===== config.mk =====
export PLATFORM = sky130hd
export DESIGN_NAME = program_loader_flat
export DESIGN_NICKNAME = d
export VERILOG_FILES = /design/src/rtl/program_loader_if.sv /design/src/rtl/program_loader.sv /design/src/flat_wrapper.sv
export SDC_FILE = /design/constraint.sdc
export NUM_CORES = 1
export LEC_CHECK = 0
export ABC_AREA = 1
export ABC_CLOCK_PERIOD_IN_PS = 4000
export CAP_MARGIN = 20
export CELL_PAD_IN_SITES_DETAIL_PLACEMENT = 1
export CELL_PAD_IN_SITES_GLOBAL_PLACEMENT = 1
export CORE_ASPECT_RATIO = 0.6
export CORE_UTILIZATION = 41
export CTS_CLUSTER_SIZE = 8
export DETAILED_ROUTE_END_ITERATION = 10
export PLACE_DENSITY = 0.89
export SYNTH_ARGS = -nofsm -noshare
export SYNTH_HDL_FRONTEND = slang
export SYNTH_SLANG_ARGS = --single-unit

===== constraint.sdc =====
create_clock -name clk -period 4 [get_ports clk]
set_input_delay 1 -clock clk [delete_from_list [all_inputs] [get_ports clk]]
set_output_delay 1 -clock clk [all_outputs]
set_load 0.03 [all_outputs]

===== src/rtl/program_loader_if.sv =====
// Byte-stream and memory-write bundle between a host byte source and the program loader.
interface program_loader_if #(
  parameter int ADDR_WIDTH = 8,
  parameter int DATA_WIDTH = 8
);
  logic                  s_valid;
  logic [DATA_WIDTH-1:0] s_data;
  logic                  s_ready;
  logic                  mem_we;
  logic [ADDR_WIDTH-1:0] mem_addr;
  logic [DATA_WIDTH-1:0] mem_wdata;

  modport master (
    output s_valid, s_data,
    input  s_ready, mem_we, mem_addr, mem_wdata
  );

  modport slave (
    input  s_valid, s_data,
    output s_ready, mem_we, mem_addr, mem_wdata
  );
endinterface


===== src/rtl/program_loader.sv =====
// Program-image loader: streams bytes into memory with the core held, then
// releases the core once the trailing 8-bit additive checksum matches.
module program_loader #(
  parameter int ADDR_WIDTH = 8,
  parameter int DATA_WIDTH = 8
) (
  input  logic                  clk,
  input  logic                  reset_n,
  input  logic                  start,
  input  logic [ADDR_WIDTH-1:0] base_addr,
  input  logic [ADDR_WIDTH:0]   load_len,
  program_loader_if.slave       bus,
  output logic                  cpu_run,
  output logic                  busy,
  output logic                  done,
  output logic                  error
);
  localparam logic [ADDR_WIDTH:0] DEPTH    = {1'b1, {ADDR_WIDTH{1'b0}}};
  localparam logic [ADDR_WIDTH:0] IDX_ZERO = {(ADDR_WIDTH+1){1'b0}};
  localparam logic [ADDR_WIDTH:0] IDX_ONE  = {{ADDR_WIDTH{1'b0}}, 1'b1};

  typedef enum logic [2:0] {
    ST_IDLE  = 3'd0,
    ST_LOAD  = 3'd1,
    ST_CHECK = 3'd2,
    ST_DONE  = 3'd3,
    ST_ERROR = 3'd4
  } state_e;

  function automatic logic [DATA_WIDTH-1:0] csum_add(
    input logic [DATA_WIDTH-1:0] acc,
    input logic [DATA_WIDTH-1:0] b
  );
    return acc + b;
  endfunction

  state_e                state_q;
  logic [ADDR_WIDTH-1:0] base_q;
  logic [ADDR_WIDTH:0]   len_q;
  logic [ADDR_WIDTH:0]   idx_q;
  logic [DATA_WIDTH-1:0] sum_q;
  logic                  s_ready_q;
  logic                  mem_we_q;
  logic [ADDR_WIDTH-1:0] mem_addr_q;
  logic [DATA_WIDTH-1:0] mem_wdata_q;
  logic                  cpu_run_q;
  logic                  busy_q;
  logic                  done_q;
  logic                  error_q;

  logic                  hs_s;
  logic [ADDR_WIDTH:0]   idx_d;
  logic [DATA_WIDTH-1:0] sum_d;
  logic [ADDR_WIDTH-1:0] wr_addr_d;

  // Handshake decode and next index/checksum/address; the address wraps at the memory size.
  always_comb begin
    hs_s      = bus.s_valid & s_ready_q;
    idx_d     = idx_q + IDX_ONE;
    sum_d     = csum_add(sum_q, bus.s_data);
    wr_addr_d = base_q + idx_q[ADDR_WIDTH-1:0];
  end

  // Loader FSM with all outputs registered.
  always_ff @(posedge clk) begin
    if (!reset_n) begin
      state_q     <= ST_IDLE;
      base_q      <= {ADDR_WIDTH{1'b0}};
      len_q       <= IDX_ZERO;
      idx_q       <= IDX_ZERO;
      sum_q       <= {DATA_WIDTH{1'b0}};
      s_ready_q   <= 1'b0;
      mem_we_q    <= 1'b0;
      mem_addr_q  <= {ADDR_WIDTH{1'b0}};
      mem_wdata_q <= {DATA_WIDTH{1'b0}};
      cpu_run_q   <= 1'b0;
      busy_q      <= 1'b0;
      done_q      <= 1'b0;
      error_q     <= 1'b0;
    end else begin
      mem_we_q <= 1'b0;
      case (state_q)
        ST_IDLE, ST_DONE, ST_ERROR: begin
          if (start) begin
            base_q    <= base_addr;
            len_q     <= load_len;
            idx_q     <= IDX_ZERO;
            sum_q     <= {DATA_WIDTH{1'b0}};
            done_q    <= 1'b0;
            cpu_run_q <= 1'b0;
            if (load_len > DEPTH) begin
              state_q   <= ST_ERROR;
              error_q   <= 1'b1;
              s_ready_q <= 1'b0;
              busy_q    <= 1'b0;
            end else begin
              // An empty image goes straight to the checksum byte.
              state_q   <= (load_len == IDX_ZERO) ? ST_CHECK : ST_LOAD;
              error_q   <= 1'b0;
              s_ready_q <= 1'b1;
              busy_q    <= 1'b1;
            end
          end
        end
        ST_LOAD: begin
          if (hs_s) begin
            mem_we_q    <= 1'b1;
            mem_addr_q  <= wr_addr_d;
            mem_wdata_q <= bus.s_data;
            sum_q       <= sum_d;
            idx_q       <= idx_d;
            if (idx_d == len_q) begin
              state_q <= ST_CHECK;
            end
          end
        end
        ST_CHECK: begin
          if (hs_s) begin
            s_ready_q <= 1'b0;
            busy_q    <= 1'b0;
            if (bus.s_data == sum_q) begin
              state_q   <= ST_DONE;
              done_q    <= 1'b1;
              cpu_run_q <= 1'b1;
            end else begin
              state_q <= ST_ERROR;
              error_q <= 1'b1;
            end
          end
        end
        default: begin
          state_q   <= ST_IDLE;
          s_ready_q <= 1'b0;
          busy_q    <= 1'b0;
          cpu_run_q <= 1'b0;
          done_q    <= 1'b0;
          error_q   <= 1'b0;
        end
      endcase
    end
  end

  assign bus.s_ready   = s_ready_q;
  assign bus.mem_we    = mem_we_q;
  assign bus.mem_addr  = mem_addr_q;
  assign bus.mem_wdata = mem_wdata_q;
  assign cpu_run       = cpu_run_q;
  assign busy          = busy_q;
  assign done          = done_q;
  assign error         = error_q;
endmodule


===== src/flat_wrapper.sv =====
// flat-port wrapper written by rule: the top's interface ports become plain ports
module program_loader_flat 
#(
  parameter int ADDR_WIDTH = 8,
  parameter int DATA_WIDTH = 8
)
  (clk, reset_n, start, base_addr, load_len, cpu_run, busy, done, error, bus_s_valid, bus_s_data, bus_s_ready, bus_mem_we, bus_mem_addr, bus_mem_wdata);
  program_loader_if #(.ADDR_WIDTH(ADDR_WIDTH), .DATA_WIDTH(DATA_WIDTH)) bus_i ();
  input  logic clk;
  input  logic reset_n;
  input  logic start;
  input  logic [ADDR_WIDTH-1:0] base_addr;
  input  logic [ADDR_WIDTH:0] load_len;
  output logic cpu_run;
  output logic busy;
  output logic done;
  output logic error;
  input wire logic [$bits(bus_i.s_valid)-1:0] bus_s_valid;
  input wire logic [$bits(bus_i.s_data)-1:0] bus_s_data;
  output wire logic [$bits(bus_i.s_ready)-1:0] bus_s_ready;
  output wire logic [$bits(bus_i.mem_we)-1:0] bus_mem_we;
  output wire logic [$bits(bus_i.mem_addr)-1:0] bus_mem_addr;
  output wire logic [$bits(bus_i.mem_wdata)-1:0] bus_mem_wdata;
  assign bus_i.s_valid = bus_s_valid;
  assign bus_i.s_data = bus_s_data;
  assign bus_s_ready = bus_i.s_ready;
  assign bus_mem_we = bus_i.mem_we;
  assign bus_mem_addr = bus_i.mem_addr;
  assign bus_mem_wdata = bus_i.mem_wdata;
  program_loader #(.ADDR_WIDTH(ADDR_WIDTH), .DATA_WIDTH(DATA_WIDTH)) u_core (.clk(clk), .reset_n(reset_n), .start(start), .base_addr(base_addr), .load_len(load_len), .bus(bus_i), .cpu_run(cpu_run), .busy(busy), .done(done), .error(error));
endmodule

# After elaboration in Yosys (flattened, before gate mapping)
# Cells that the tools add are included.
classes:
  add_sub_neg: 3
  order_cmp: 1
  eq_ne: 12
  muxes: 28
  n_bitwise: 2
  reduce_logical: 12
op_table:
  columns: ["operator", "n"]
  rows:
  - ["two-way mux 3 bit", 6]
  - ["two-way mux 9 bit", 2]
  - ["case mux 9 bit (2 select lines)", 1]
  - ["adder 8 bit", 2]
  - ["two-way mux 8 bit", 2]
  - ["case mux 8 bit (2 select lines)", 1]
  - ["AND reduction 4 bit", 3]
  - ["two-way mux 1 bit", 11]
  - ["adder 9 x 1 -> 9 bit (second input constant)", 1]
  - ["== test 9 bit", 1]
  - ["> comparator 9 bit (second input constant)", 1]
  - ["logical NOT 9 bit", 1]
  - ["case mux 1 bit (3 select lines)", 3]
  - ["case mux 3 bit (3 select lines)", 1]
  - ["== test 8 bit", 1]
  - ["!= test 2 x 1 -> 1 bit (second input constant)", 4]
  - ["== test 3 x 2 -> 1 bit (second input constant)", 2]
  - ["AND reduction 2 bit", 3]
  - ["AND reduction 3 bit", 2]
  - ["!= test 2 bit (second input constant)", 2]
  - ["== test 3 x 1 -> 1 bit (second input constant)", 1]
  - ["== test 3 bit (second input constant)", 1]
  - ["logical NOT 3 bit", 1]
  - ["OR reduction 3 bit", 1]
  - ["4 further kinds", 4]
word_totals:
  reg_bits: 57
  inputBits: 29
  elab_cells: 69

# Depth between registers and ports, before layout
depth:
  word_depth: 5
  depth_mapped: 14
  depth_no_buf: 14

# Least setup slack after synthesis
# Ideal clock, no wire load.
synth_timing:
  path_type: "input-to-reg"
  startpoint: "input port bus_s_data[0]"
  endpoint: "register u_core.sum_q[6]"
  arrival_ns: 2.403
  t_required_ns: 3.930
  slack_ns: 1.526
  stages: 13
  n_path_buf: 0
  path_cell_list: "ha_1 fa_1 nand2_1 inv_1 o21ai_0 nand2_1 nand2_1 nand2_1 a21oi_1 nor2_1 nor2_1 nand2_1 a21oi_2"
synth_between:
  elab_chain_len: 3
synth_lines:
  columns: ["item", "line", "text"]
  rows:
  - ["from (decl)", "flat_wrapper.sv:19", "input wire logic [$bits(bus_i.s_data)-1:0] bus_s_data;"]
  - ["adder 8 bit", "program_loader.sv:34", "return acc + b;"]
  - ["two-way mux 8 bit", "program_loader.sv:106", "if (hs_s) begin"]
  - ["case mux 8 bit (2 select lines)", "program_loader.sv:82", "case (state_q)"]
  - ["to (signal assigned)", "program_loader.sv:71", "sum_q <= {DATA_WIDTH{1'b0}};"]
  - ["to (signal assigned)", "program_loader.sv:88", "sum_q <= {DATA_WIDTH{1'b0}};"]
  - ["to (signal assigned)", "program_loader.sv:110", "sum_q <= sum_d;"]
  - ["to (decl)", "program_loader.sv:41", "logic [DATA_WIDTH-1:0] sum_q;"]
# No other way between the ends. The select of a mux whose other input is x is not followed.
# A chain may end at the register's enable or synchronous reset.

# Worst setup path in the final report
# Same ends and word-level chain as after synthesis.

==> metrics.cfg <==
[outcome]
status = complete, no violations

[logic_synthesis]
syn-cell-area_sq_um = 3190
synth_edf_count = 0
synth_top_area_share_pct = 35.7
syn_avg_cell_area_sq_um = 7.11
synth_most_common_cell = nand2_1
ys_top_cells_by_area = dfxtp_1, nand2_1, a21oi_1, ha_1, nor2_1
synth_cell_types = 35
yosysWarnings = 0
seq_area_frac_synth_pct = 35.7
synthCells = 449
synth_common_cells = nand2_1, dfxtp_1, nor2_1, a21oi_1, inv_1
async_flop_share_pct = 0
ys_ff_latch = 57
syn_nets = 497
synthFlopType = dfxtp_1
synth_top_area_cell = dfxtp_1

[floorplanning]
io_pins = 51
die_w_microns = 116
die_h_microns = 70.4
core-area_sq_um = 7390
rows = 24
dieArea_sq_um = 8160
initial_core_util_pct = 43.2

[critical_path]
r2r_setup_slack_ps = 1550
slowest_delay_ps = 430
worstSetupPathDepth = 14
rr_worst_depth = 7
path_class = input pin to flop
critPathCapture = u_core.sum_q[6]$_SDFFE_PN0P_
crit_required_ps = 4270
crit_arrival_ps = 3300
path_common_cell = nand2_1
r2r_end = u_core.len_q[4]$_SDFFE_PN0P_
cp.buffers_inverters = 2
r2r_start = u_core.state_q[1]$_SDFFE_PN0P_
path_cells = clkdlybuf4s50_1, ha_1, fa_1, nand2_1, inv_1, o21ai_0, nand2_1, nand2_1, nand2_1, a21oi_1, nor2_1, nor2_1, nand2_1, a21oi_2
cp-startpoint = bus_s_data[0]
cp_max_fo = 3
worstSetupEndpointType = flop
start_kind = input pin
crit_family = adder cells
cpMaxStageDelayCell = clkdlybuf4s50_1

[pwr]
power_density_nw_per_um2 = 516
ir_drop_mv = 0.286
power.leakage_nw = 1.68

[clock_network]
cts_root_buf = clkbuf_16
cts_tree = done
cts_hold_buf = 0
cts_sinks = 57
cts_made_buffers = 9
postCtsSetupBuffers = 0
post_cts.resized_instances = 0
worstSkewPairLatency_ps = 340
htreeDepth = 3
cts.clk_slew.worst_paths_ps = 50
cts_max_path_buffers = 2

[detailed_routing]
drtIter0Drc = 159
wl_per_cell_microns = 17.1
ant_nets = 0
top_layer_used = met4
met3_wirelength_microns = 444
via_count = 3270
wl_met1_microns = 4890
route.met2.wl_microns = 4810
drc = 0
totalWireLength_microns = 10300
firstDrtPassIters = 4
vias_per_cell = 5.42

[global_routing]
grt_max_degree = 29
grt_pass1_vias = 3495
antenna_found_initial = 0
grt_overflow = 0
grt_pass1_wl_microns = 17300
grt_usage_pct = 28.0

[timing]
drv_slew = 0
holdWs_ps = 472
fmaxAchievable_mhz = 331
worst_slew_pin_slew_ps = 821
min_period_ps = 3020
slew_headroom_pct = 45.1
timing.final.crit_share_pct = 75.6
rsz0062_at_grt = false
skew_ps = 6.82
setup_tns_ps = 0
hold_viol = 0
setup_viol = 0
setup_ws_ps = 977

[min_path]
min_path_type = flop to flop

[job]
cap_violations = 0

[finish]
final_cell_area_sq_um = 4020
drive_gt1_share_pct = 8.42
fin_nets = 544
n_antenna_cell = 0
area_delta_synth_final_pct = 25.9

[placement]
dp_worst_setup_slack_ps = 756
routabilityCongestion = 0.828
io_buffers = 50
hpwl_microns = 7380
place_area_sq_um = 3750

flip-flops by register name, indices dropped and copies added, names as in the netlist:
name and count:
u_core.base_q 8, u_core.bus.mem_we 1, u_core.bus.mem_addr 8, u_core.cpu_run 1, u_core.error 1, u_core.state_q 3
u_core.bus.mem_wdata 8, u_core.busy 1, u_core.len_q 9, u_core.sum_q 8, u_core.idx_q 9
final cells by class:
class	instances	area, sq um
flip-flops and latches	57	1140
fillers	955	3370
well taps	104	130
inverters	48	185
clock buffers	14	264
repair buffers	53	523
multi-input cells	327	1780
cells in the final DEF, fill, tap and decap left out, types with 3 or more instances in the layout:
| cell type | instances |
|---|---|
| nand2_1 | 77 |
| dfxtp_1 | 57 |
| nor2_1 | 55 |
| clkdlybuf4s50_1 | 50 |
| inv_1 | 46 |
| a21oi_1 | 46 |
| nand3_1 | 41 |
| o21ai_0 | 33 |
| ha_1 | 17 |
| nand2_2 | 11 |
| a21oi_2 | 9 |
| clkbuf_16 | 9 |
| xor2_1 | 6 |
| nor3_1 | 5 |
| nor4_1 | 3 |
| xnor2_1 | 3 |
| nand4_1 | 3 |
| clkbuf_1 | 3 |
| buf_4 | 3 |
metal layers:
metal	GRT usage [%]	vias up
met5	0	-
met4	9.97	0
met3	6.42	19
met2	45.6	83
met1	36.0	1591
li1	-	1577
worst min path at each step:
stage | start | to | slack (ps) | cells after the start
2_1_floorplan | u_core.len_q[4]$_SDFFE_PN0P_ | u_core.len_q[4]$_SDFFE_PN0P_ | 440 | 2
3_3_place_gp | u_core.base_q[5]$_SDFFE_PN0P_ | u_core.base_q[5]$_SDFFE_PN0P_ | 460 | 2
3_5_place_dp | u_core.len_q[7]$_SDFFE_PN0P_ | u_core.len_q[7]$_SDFFE_PN0P_ | 470 | 2
4_1_cts | u_core.len_q[6]$_SDFFE_PN0P_ | u_core.len_q[6]$_SDFFE_PN0P_ | 470 | 2
5_1_grt | u_core.idx_q[8]$_SDFFE_PN0P_ | u_core.idx_q[8]$_SDFFE_PN0P_ | 500 | 2
6_report | u_core.len_q[7]$_SDFFE_PN0P_ | u_core.len_q[7]$_SDFFE_PN0P_ | 470 | 2
cells by family after synthesis:
logic type                 share of synthesized area [%]
AOI/OAI and AO/OA                                   17.5
and+or+nand+nor                                     27.7
DFF                                                 35.7
adders and majority gates                           7.92
xor gates and xnor gates                            2.47
buffers and inverters                               8.66
power breakdown:
group / switching, mW / total [mW] / internal, mW
registers: 0.0610 / 0.708 / 0.647
clock network: 0.255 / 0.701 / 0.445
logic: 0.449 / 0.665 / 0.215
worst min-delay path, cell delays in order (launching register included):
cell and delay [ps]:
dfxtp_1 300, inv_1 60, a21oi_1 50
metrics by stage:
step / power [mW] / util, % / cells
after floorplan: 1.18 / - / 449
after global placement: 1.32 / 50.8 / 589
after detailed placement: 1.36 / 50.8 / 589
after CTS: 2.07 / 54.4 / 603
after global routing: 2.17 / 54.4 / 603
final: 2.07 / 54.4 / 603
(Power assumes the default switching activity.)
